<file path="src/rtl/led_pixel_read_queue.sv">
// led_pixel_read_queue
//
// Bridges the LED matrix controller's pixel-fetch port to a pipelined
// Avalon-MM read master on the frame-buffer memory. Row-fetch addresses are
// buffered in a circular queue and issued with a bounded number of reads in
// flight. Read data comes back in order as single-cycle strobes. A flush
// discards queued and in-flight reads when the frame buffer is switched.
//
// Ports:
//   clk, reset          single clock, synchronous active-high reset
//   req_address/valid   request push from the controller
//   req_full            back-pressure (one slot of headroom kept)
//   flush               one-cycle pulse, drops queued and in-flight reads
//   rsp_data/valid      returned pixel word, one-cycle strobe, registered
//   overflow            sticky, set when a request is dropped
//   mem_*               Avalon-MM pipelined read master
//   stall_cycles        only with LED_PIXEL_READ_QUEUE_STATS_EN defined:
//                       saturating count of cycles with read stalled
//
// Optional feature macro: LED_PIXEL_READ_QUEUE_STATS_EN

module led_pixel_read_queue #(
    parameter int ADDRESS_WIDTH = 25,
    parameter int DATA_WIDTH    = 16,
    parameter int DEPTH         = 16,
    parameter int MAX_PENDING   = 8
) (
    input  logic                     clk,
    input  logic                     reset,
    input  logic [ADDRESS_WIDTH-1:0] req_address,
    input  logic                     req_valid,
    output logic                     req_full,
    input  logic                     flush,
    output logic [DATA_WIDTH-1:0]    rsp_data,
    output logic                     rsp_valid,
    output logic                     overflow,
    output logic [ADDRESS_WIDTH-1:0] mem_address,
    output logic                     mem_read,
    input  logic                     mem_waitrequest,
    input  logic [DATA_WIDTH-1:0]    mem_readdata,
    input  logic                     mem_readdatavalid
`ifdef LED_PIXEL_READ_QUEUE_STATS_EN
    ,
    output logic [31:0]              stall_cycles
`endif
);

    localparam int PTR_W = $clog2(DEPTH);
    localparam int CNT_W = PTR_W + 1;
    localparam logic [7:0] MAX_PEND = 8'(MAX_PENDING);

    typedef enum logic [1:0] {IDLE, ISSUE, THROTTLE, FLUSH} state_t;

    state_t                   state_q, state_d;
    logic [CNT_W-1:0]         count_q, count_d;
    logic [PTR_W-1:0]         wr_ptr_q, wr_ptr_d;
    logic [PTR_W-1:0]         rd_ptr_q, rd_ptr_d;
    logic [7:0]               pending_q, pending_d;
    logic                     mem_read_q, mem_read_d;
    logic [ADDRESS_WIDTH-1:0] mem_address_q, mem_address_d;
    logic                     rsp_valid_q, rsp_valid_d;
    logic [DATA_WIDTH-1:0]    rsp_data_q, rsp_data_d;
    logic                     overflow_q, overflow_d;

    logic [ADDRESS_WIDTH-1:0] queue_q [DEPTH];

    logic                     push;
    logic                     pop;
    logic                     accept;
    logic                     rsp_ok;
    logic [ADDRESS_WIDTH-1:0] head_next;

    always_comb begin
        push   = req_valid && (count_q < CNT_W'(DEPTH)) && (state_q != FLUSH);
        accept = mem_read_q && !mem_waitrequest;
        // The read held through a flush no longer owns a queue slot.
        pop    = accept && (state_q != FLUSH);
        // Stray data with nothing outstanding is ignored entirely.
        rsp_ok = mem_readdatavalid && (pending_q != 8'd0);

        // With a single entry left, the next head is the one being written
        // this very cycle, so bypass the storage.
        head_next = (count_q > CNT_W'(1)) ? queue_q[rd_ptr_q + PTR_W'(1)] : req_address;

        wr_ptr_d = push ? wr_ptr_q + PTR_W'(1) : wr_ptr_q;
        rd_ptr_d = pop  ? rd_ptr_q + PTR_W'(1) : rd_ptr_q;

        count_d = count_q;
        case ({push, pop})
            2'b10:   count_d = count_q + CNT_W'(1);
            2'b01:   count_d = count_q - CNT_W'(1);
            default: count_d = count_q;
        endcase

        pending_d = pending_q;
        case ({accept, rsp_ok})
            2'b10:   pending_d = pending_q + 8'd1;
            2'b01:   pending_d = pending_q - 8'd1;
            default: pending_d = pending_q;
        endcase

        overflow_d  = overflow_q
                    | (req_valid && ((count_q == CNT_W'(DEPTH)) || (state_q == FLUSH)));

        rsp_valid_d = rsp_ok && (state_q != FLUSH) && !flush;
        rsp_data_d  = rsp_ok ? mem_readdata : rsp_data_q;

        state_d       = state_q;
        mem_read_d    = mem_read_q;
        mem_address_d = mem_address_q;

        case (state_q)
            IDLE: begin
                mem_read_d = 1'b0;
                if (count_q != '0) begin
                    if (pending_q < MAX_PEND) begin
                        state_d       = ISSUE;
                        mem_read_d    = 1'b1;
                        mem_address_d = queue_q[rd_ptr_q];
                    end else begin
                        state_d = THROTTLE;
                    end
                end
            end
            ISSUE: begin
                mem_read_d = 1'b1;
                if (accept) begin
                    if (count_d == '0) begin
                        state_d    = IDLE;
                        mem_read_d = 1'b0;
                    end else if (pending_q + 8'd1 == MAX_PEND) begin
                        state_d    = THROTTLE;
                        mem_read_d = 1'b0;
                    end else begin
                        mem_address_d = head_next;
                    end
                end
            end
            THROTTLE: begin
                mem_read_d = 1'b0;
                if (count_q == '0) begin
                    state_d = IDLE;
                end else if (pending_q < MAX_PEND) begin
                    state_d       = ISSUE;
                    mem_read_d    = 1'b1;
                    mem_address_d = queue_q[rd_ptr_q];
                end
            end
            FLUSH: begin
                // An unaccepted read must stay up until the slave takes it.
                mem_read_d = mem_read_q && mem_waitrequest;
                if ((pending_q == 8'd0) && !mem_read_q) begin
                    state_d = IDLE;
                end
            end
            default: state_d = IDLE;
        endcase

        if (flush && (state_q != FLUSH)) begin
            state_d       = FLUSH;
            mem_read_d    = mem_read_q && mem_waitrequest;
            mem_address_d = mem_address_q;
            count_d       = '0;
            wr_ptr_d      = '0;
            rd_ptr_d      = '0;
        end
    end

    always_ff @(posedge clk) begin
        if (reset) begin
            state_q       <= IDLE;
            count_q       <= '0;
            wr_ptr_q      <= '0;
            rd_ptr_q      <= '0;
            pending_q     <= '0;
            mem_read_q    <= 1'b0;
            mem_address_q <= '0;
            rsp_valid_q   <= 1'b0;
            rsp_data_q    <= '0;
            overflow_q    <= 1'b0;
        end else begin
            state_q       <= state_d;
            count_q       <= count_d;
            wr_ptr_q      <= wr_ptr_d;
            rd_ptr_q      <= rd_ptr_d;
            pending_q     <= pending_d;
            mem_read_q    <= mem_read_d;
            mem_address_q <= mem_address_d;
            rsp_valid_q   <= rsp_valid_d;
            rsp_data_q    <= rsp_data_d;
            overflow_q    <= overflow_d;
        end
    end

    // Queue storage needs no reset; occupancy is tracked by count/pointers.
    always_ff @(posedge clk) begin
        if (push) begin
            queue_q[wr_ptr_q] <= req_address;
        end
    end

`ifdef LED_PIXEL_READ_QUEUE_STATS_EN
    logic [31:0] stall_cycles_q, stall_cycles_d;

    always_comb begin
        stall_cycles_d = stall_cycles_q;
        if (flush) begin
            stall_cycles_d = '0;
        end else if (mem_read_q && mem_waitrequest && (stall_cycles_q != 32'hFFFF_FFFF)) begin
            stall_cycles_d = stall_cycles_q + 32'd1;
        end
    end

    always_ff @(posedge clk) begin
        if (reset) begin
            stall_cycles_q <= '0;
        end else begin
            stall_cycles_q <= stall_cycles_d;
        end
    end

    assign stall_cycles = stall_cycles_q;
`endif

    assign req_full    = (count_q >= CNT_W'(DEPTH - 1)) || (state_q == FLUSH);
    assign mem_read    = mem_read_q;
    assign mem_address = mem_address_q;
    assign rsp_valid   = rsp_valid_q;
    assign rsp_data    = rsp_data_q;
    assign overflow    = overflow_q;

endmodule

</file>
<file path="config.mk">
export PLATFORM = sky130hd
export DESIGN_NAME = led_pixel_read_queue
export DESIGN_NICKNAME = d
export VERILOG_FILES = /design/src/rtl/led_pixel_read_queue.sv
export SDC_FILE = /design/constraint.sdc
export NUM_CORES = 1
export LEC_CHECK = 0
export BUFFER_PORTS_ARGS = -buffer_cell sky130_fd_sc_hd__buf_2
export CAP_MARGIN = 0
export CORE_UTILIZATION = 60
export CTS_CLUSTER_DIAMETER = 120
export CTS_CLUSTER_SIZE = 40
export DETAILED_ROUTE_END_ITERATION = 6
export PLACE_DENSITY = 0.83
export SLEW_MARGIN = 20
export SYNTH_ARGS = -nofsm -noshare
export SYNTH_HDL_FRONTEND = slang
export SYNTH_SLANG_ARGS = --single-unit
</file>
<file path="constraint.sdc">
create_clock -name clk -period 5 [get_ports clk]
set_input_delay 0 -clock clk [delete_from_list [all_inputs] [get_ports clk]]
set_output_delay 0 -clock clk [all_outputs]
set_load 0.05 [all_outputs]
</file>
**After elaboration in Yosys (flattened, before gate mapping)**

Memories as Yosys holds them, arrays and structs flattened. A register that Yosys moved wholly into a read port is not among the register bits.
Cells that the tools add are included.

- $add $sub $neg: 6
- $lt $le $gt $ge: 4
- Equality and inequality tests: 20
- Mux-type cells: 32
- Bitwise operators: 2
- Reductions and logical operators: 27

Operators with widths:

| kind | count |
|---|---|
| $mux W25 | 7 |
| $pmux W25 S3 | 1 |
| $mux W2 | 9 |
| $pmux W8 S2 | 1 |
| $ne A2 B2 Y1 const B | 6 |
| $logic_and A1 B1 Y1 | 11 |
| $logic_not A5 Y1 | 2 |
| $pmux W5 S2 | 1 |
| $mux W1 | 9 |
| $ne A3 B3 Y1 const B | 3 |
| $add A4 B1 Y4 const B | 2 |
| $add A8 B1 Y8 const B | 1 |
| $eq A2 B2 Y1 const B | 4 |
| $eq A8 B4 Y1 const B | 1 |
| $logic_not A8 Y1 | 1 |
| $lt A8 B4 Y1 const B | 1 |
| $mux W4 | 2 |
| $ne A4 B4 Y1 const B | 2 |
| $pmux W2 S4 | 1 |
| $reduce_bool A8 Y1 | 1 |
| $sub A8 B1 Y8 const B | 1 |
| $reduce_and A7 Y1 | 1 |
| $eq A2 B1 Y1 const B | 3 |
| $add A5 B1 Y5 const B | 1 |
| other kinds (16) | 19 |

- Flip-flop bits (word level): 67
- RAM bits: 400
- Output and inout port bits: 45
- Word-level logic and storage cells: 102
- Memories: 1

Memories:

| memory | words | width | rd ports | clocked after memory_dff | wr ports | line | text |
|---|---|---|---|---|---|---|---|
| queue_q | 16 | 25 | 2 | 1 | 1 | 65 | `logic [ADDRESS_WIDTH-1:0] queue_q [DEPTH];` |

**Longest topological paths before layout**

- Depth after elaboration: 10
- Gate-level depth with buffers: 13
- Mapped depth without buffers: 10

**Worst setup path after synthesis**

No wires, ideal clock.

- Path type: register -> register
- Start: reg state_q[1]
- End: mem queue_q[3][0], enable pin
- Setup time: 0.438 ns
- Data arrival time: 2.955 ns
- Data required time: 4.562 ns
- Setup slack: 1.606 ns
- Stages on the path, launching flop included: 7
- Clock period less this slack: 3.394 ns
- Cell sequence: dfxtp_1 > clkbuf_1 > nand2_1 > and3_1 > clkbuf_1 > nand2_1 > nor3_1

- Word-level cells in the longest chain between the ends: 4

Ends and longest elaborated chain:

| element | line | text |
|---|---|---|
| start: declaration | 54 | `state_t state_q, state_d;` |
| start signal: assignment | 182 | `state_q <= state_d;` |
| $ne A2 B2 Y1 | 74 | `push = req_valid && (count_q < CNT_W'(DEPTH)) && (state_q != FLUSH);` |
| $logic_and A1 B1 Y1 | 74 |  |
| via push | 67 | `logic push;` |
| $mux W1 | 197 | `if (push) begin` |
| $mux W1 (not written as such) | 198 | `queue_q[wr_ptr_q] <= req_address;` |
| end: declaration | 65 |  |

The timed path passes the listed nets, and every way through them passes these cells.

**Worst setup path in the final report**

- Start: reg state_q[1]
- End: reg mem_read_q, in the netlist mem_read

- Word-level cells in the longest chain between the ends: 9

Ends and longest elaborated chain:

| element | line | text |
|---|---|---|
| $ne A2 B2 Y1 | 74, 77, 159 |  |
| $logic_and A1 B1 Y1, on equally long branches | 77, 74 |  |
| $eq A2 B1 Y1 or $eq A2 B2 Y1 (tied branches) | 89 | `case ({push, pop})` |
| $pmux W5 S2 | 89 |  |
| $logic_not A5 Y1 | 128 | `if (count_d == '0) begin` |
| $mux W1 | 128 |  |
| $mux W1 | 127 | `if (accept) begin` |
| $pmux W1 S4 | 112 | `case (state_q)` |
| $mux W1 * | 159 | `if (flush && (state_q != FLUSH)) begin` |
| end signal: assignment | 187 | `mem_read_q <= mem_read_d;` |
| end: declaration | 59 | `logic mem_read_q, mem_read_d;` |

Every way passes the cells marked *; elsewhere a longest branch is shown, timed or not.
A chain may end at the register's enable or synchronous reset.

==> results.md <==
- The flow ran to the end, but the final reports show violations.
- The checks that failed: DRC.
- The number of top-level design ports is 92.
- The total negative slack is 0 ns.
- The area enclosed by the die boundary is roughly 37000 um2.
- The share of layout cells above drive strength 1 is 30.2%.
- The final weighted congestion in routability-driven placement is ~0.8.
- The share of async-settable or async-resettable flops after synthesis is 0%.
- The slew at the pin closest to its max-slew limit is 1.17 ns.
- The placed instances occupy a cell area of between 20000 and 25000 um2.
- The area of the placeable core is approximately 36000 um2.
- The total global routing overflow is 0.
- The number of pins exceeding their max-slew limit in the final report is 0.
- The maximum number of pins on one net before global-route repair is between 100 and 150.
- The root buffer cell chosen for the clock tree is clkbuf_16.
- Of all nets on the critical path, the largest fanout is 16.
- The initial cell density of the core is between 60 and 70%.
- In this run, synthesis inferred 400 flip-flops with an integrated enable.
- The combined area of all synthesized cells is 21900 um2.
- The post-synthesis sequential area ratio is about three fifths.
- The biggest area contributor in the post-synthesis netlist is edfxtp_1.
- By area, the combinational part of the netlist is dominated by multiplexers.
- The total CTS buffers is 15.
- The floorplan step set the die height to around 190 um.
- In this run, the number of DRC markers left after iteration 0 of detailed routing was roughly 1700.
- The minimum clock period is between 3 and 4 ns.
- Excluding fillers, the count of instances in the completed layout stands at roughly 1800.
- The worst path meets setup with 1.23 ns of slack.
- With fillers left out, the area of the finished cells amounts to 23800 um2.
- Summing the areas of all xor and xnor instances in the mapped netlist gives less than 1% of the synthesized area.
- In the synthesized netlist the dominant register cell turns out to be edfxtp_1.
- The mean instance size in the synthesized netlist is between 15 and 20 um2.
- In this run the number of cells on the critical path is 11.
- The ratio of final minimum period to clock period is 75.3%.
- STA classifies the critical path endpoint as a flop.
- The setup clock skew after layout is 0.0181 ns.
- The library cell used most frequently in the layout, excluding fill and tap cells, is edfxtp_1.
- The clock latency reported for the late side of the worst-skew pair is roughly 0.54 ns.
- In the final routed layout, each cell accounts on average for a little under 30 um.
- The share of synthesized cell area in full adder, half adder and majority cells is less than 1%.
- Setup repair after global routing left no endpoint under its margin.
- The cell class contributing the biggest share of worst-path delay is compound AO/OA/AOI/OAI gates.
- The endpoint arrival time on the critical path is roughly 4.2 ns.
- The synthesized-area fraction occupied by ao, oa, aoi and oai cells is between 5 and 6%.
- Of the total synthesized cell area, the portion taken by AND, OR, NAND and NOR gates is under 10%.
- After detailed routing, the number of remaining DRC violations is 11.
- Input and output buffers added on the ports amount to between 90 and 100.
- The worst hold path was traced through 3 stages.
- In the layout the commonest cells are edfxtp_1 (400), mux4_2 (231), buf_2 (91), nor2_1 (69), dfxtp_1 (67).
- The total of hold buffers inserted after clock tree synthesis is 45.
- The number of core rows is a little under 70.
- STA puts the critical path data required time at 5.44 ns.
- The power per cell area is between 300 and 400 nW/um2.
- The growth of design area from synthesis to finish is 8.87%.
- The final count of hold timing violations came to 0.
- The total routing resource utilization after global routing is roughly 29%.
- The post-place setup slack is 1.47 ns.
- Setup violations remaining at the end of the flow were counted as 0.
- Summed over all cells, the static leakage comes to approximately 7.3 nW.
- The first detailed-routing pass ran for 7 iterations.
- Traced cell by cell, the critical path runs through nand2_1 -> and3_1 -> inv_1 -> ha_1 -> nor2b_1 -> a221oi_1 -> a31oi_1 -> o41ai_4 -> a211o_1 -> a31oi_1 -> dlygate4sd3_1.
- Headroom to the max-slew limit came out at between 20% and 30%.
- The worst setup path is launched from a flop.
- The mux contribution to synthesized area is between 20 and 30%.
- The via count is 12700.
- The final layout contains ~1400 nets.
- Using the TritonRoute via totals, the vias-per-cell ratio works out to 7.09.
- The via count of the first global-routing pass is between 10000 and 15000.
- The synthesized design devotes to its leading area cell type between 50% and 60% of total area.
- Gates resized during post-CTS repair numbered 0.
- The number of max-capacitance violations reported is 0.
- Across the VDD grid, the largest voltage drop is roughly 0.00023 V.
- The worst min-delay path category is input pin to flop.
- The cell that appears most often on the critical path is a31oi_1.
- The buffering stage count on the worst path with inverters included is 2.
- The largest single stage delay on the critical path is just over 0.6 ns.
- The first global-routing pass estimated about 78000 um of wire.
- Once detail routing completed, the nets flagged for antenna violations numbered 0.
- The number of antenna violations at the first check in global routing is 1.
- The x dimension of the die is 193 um.
- The buffer levels on the longest clock path is 3.
- The count of different cell masters after synthesis is around 60.
- Summed over all nets, the half-perimeter wirelength after detailed placement is slightly below 30000 um.
- The clock sink total is approximately 470.
- Wires add up to 52600 um.
- The critical path class is flop to flop.
- The count of buffers added by post-CTS timing repair for setup is 0.
- The peak clock frequency supported by timing is roughly 270 MHz.
- By area the synthesized netlist is led by edfxtp_1 (55%), mux4_2 (24%), dfxtp_1 (6.5%), mux2i_1 (1.9%), nor2_1 (1.4%).
- The total instance count after detailed placement is approximately 1700.
- The number of instances in the synthesized netlist is between 1000 and 1500.
- The filler cells instantiated in the layout total 2268.
- The number of H-tree branching levels is 1.
- TritonCTS built the clock tree.
- The worst register-to-register path has a depth of 11.
- Clock-pin slew was measured on the worst setup and hold paths at approximately 0.15 ns.
- During synthesis, Yosys emitted a total of 0 warnings.
- The net count of the mapped netlist is 1295.
- The flip-flop and latch count after synthesis is between 400 and 500.
- The library cell contributing the largest single delay on the critical path is ha_1.
==> through the flow <==
| step | hold WS [ns] | utilization (%) | power [W] |
|---|---|---|---|
| 4_1_cts | 0.0520 | 66.4 | 0.00773 |
| 5_1_grt | 0.118 | 66.7 | 0.00800 |
| 2_1_floorplan | 0.0989 | - | 0.00565 |
| 3_5_place_dp | 0.247 | 63.9 | 0.00607 |
| 6_report | 0.0774 | 66.7 | 0.00775 |
| 3_3_place_gp | 0.243 | 63.9 | 0.00601 |
==> area by class of cell <==
type	instances	area, um2	area share [%]
antenna	1	2.50	0.0105
clock buffer	23	427	1.79
clock inverter	1	7.51	0.0315
inverter	15	56.3	0.236
multi-input combinational	654	8080	33.9
sequential	471	13400	56.4
tap	461	577	2.42
timing repair buffer	165	1230	5.16
==> cell usage after synthesis (3+ instances only) <==
cell / count
xor2_1: 5
buf_4: 5
nand2_1: 56
xnor2_1: 4
a211o_1: 20
ha_1: 15
a32o_1: 19
nor2b_1: 6
buf_2: 29
buf_1: 5
o21ai_0: 14
clkbuf_1: 48
o31ai_1: 3
buf_6: 6
nor3_1: 10
or2_2: 3
a211oi_1: 3
o22ai_1: 19
a21oi_1: 49
dfxtp_1: 71
mux4_2: 231
nand4_1: 3
a22o_1: 6
nand3_1: 8
or3_1: 5
nand2b_1: 15
nor2_1: 82
edfxtp_1: 400
mux2i_1: 41
inv_1: 14
and3_1: 3
==> worst reg2reg max path, stage by stage (launching register included) <==
cell and delay [ns]:
dfxtp_1 0.44, nand2_1 0.20, and3_1 0.40, inv_1 0.09, ha_1 0.61, nor2b_1 0.09, a221oi_1 0.30, a31oi_1 0.14
o41ai_4 0.54, a211o_1 0.20, a31oi_1 0.08, dlygate4sd3_1 0.57
==> path summary, 6_finish.rpt <==
path / from / to / slack, ns
max reg2reg: state_q[1] / mem_read / 1.23
max: state_q[1] / mem_read / 1.23
min reg2reg: rsp_data[12] / rsp_data[12] / 0.47
min: reset / overflow / 0.08
==> metal layers <==
layer / vias to the layer above / part of all wire (%) / global-route usage, %
li1: 5270 / - / -
met2: 821 / 51 / 50.1
met4: 0 / 4.0 / 11.2
met5: - / 0 / 0
met1: 6462 / 35 / 37.2
met3: 153 / 9.7 / 4.02
==> flip-flops by register name, summed over array words and instances (netlist names), named ones only <==
register / cells
state_q: 2
mem_read: 1
overflow: 1
pending_q: 8
queue_q: 400
count_q: 5
mem_address: 25
wr_ptr_q: 4
rd_ptr_q: 4
rsp_data: 16
rsp_valid: 1
==> power by group <==
part           internal [W]  switching (W)
registers           0.00440       0.000130
logic              0.000521        0.00100
clock network      0.000607        0.00109
==> cell families (layout without fill, tap and decap cells) <==
kind of cell	after synthesis	after routing
compound gates	155	155
xor+xnor	11	11
fa+ha+maj	15	15
buf+inv	108	204
flops	471	471
mux	272	272
other cells	0	1
simple gates	201	201
(Power assumes the default switching activity.)
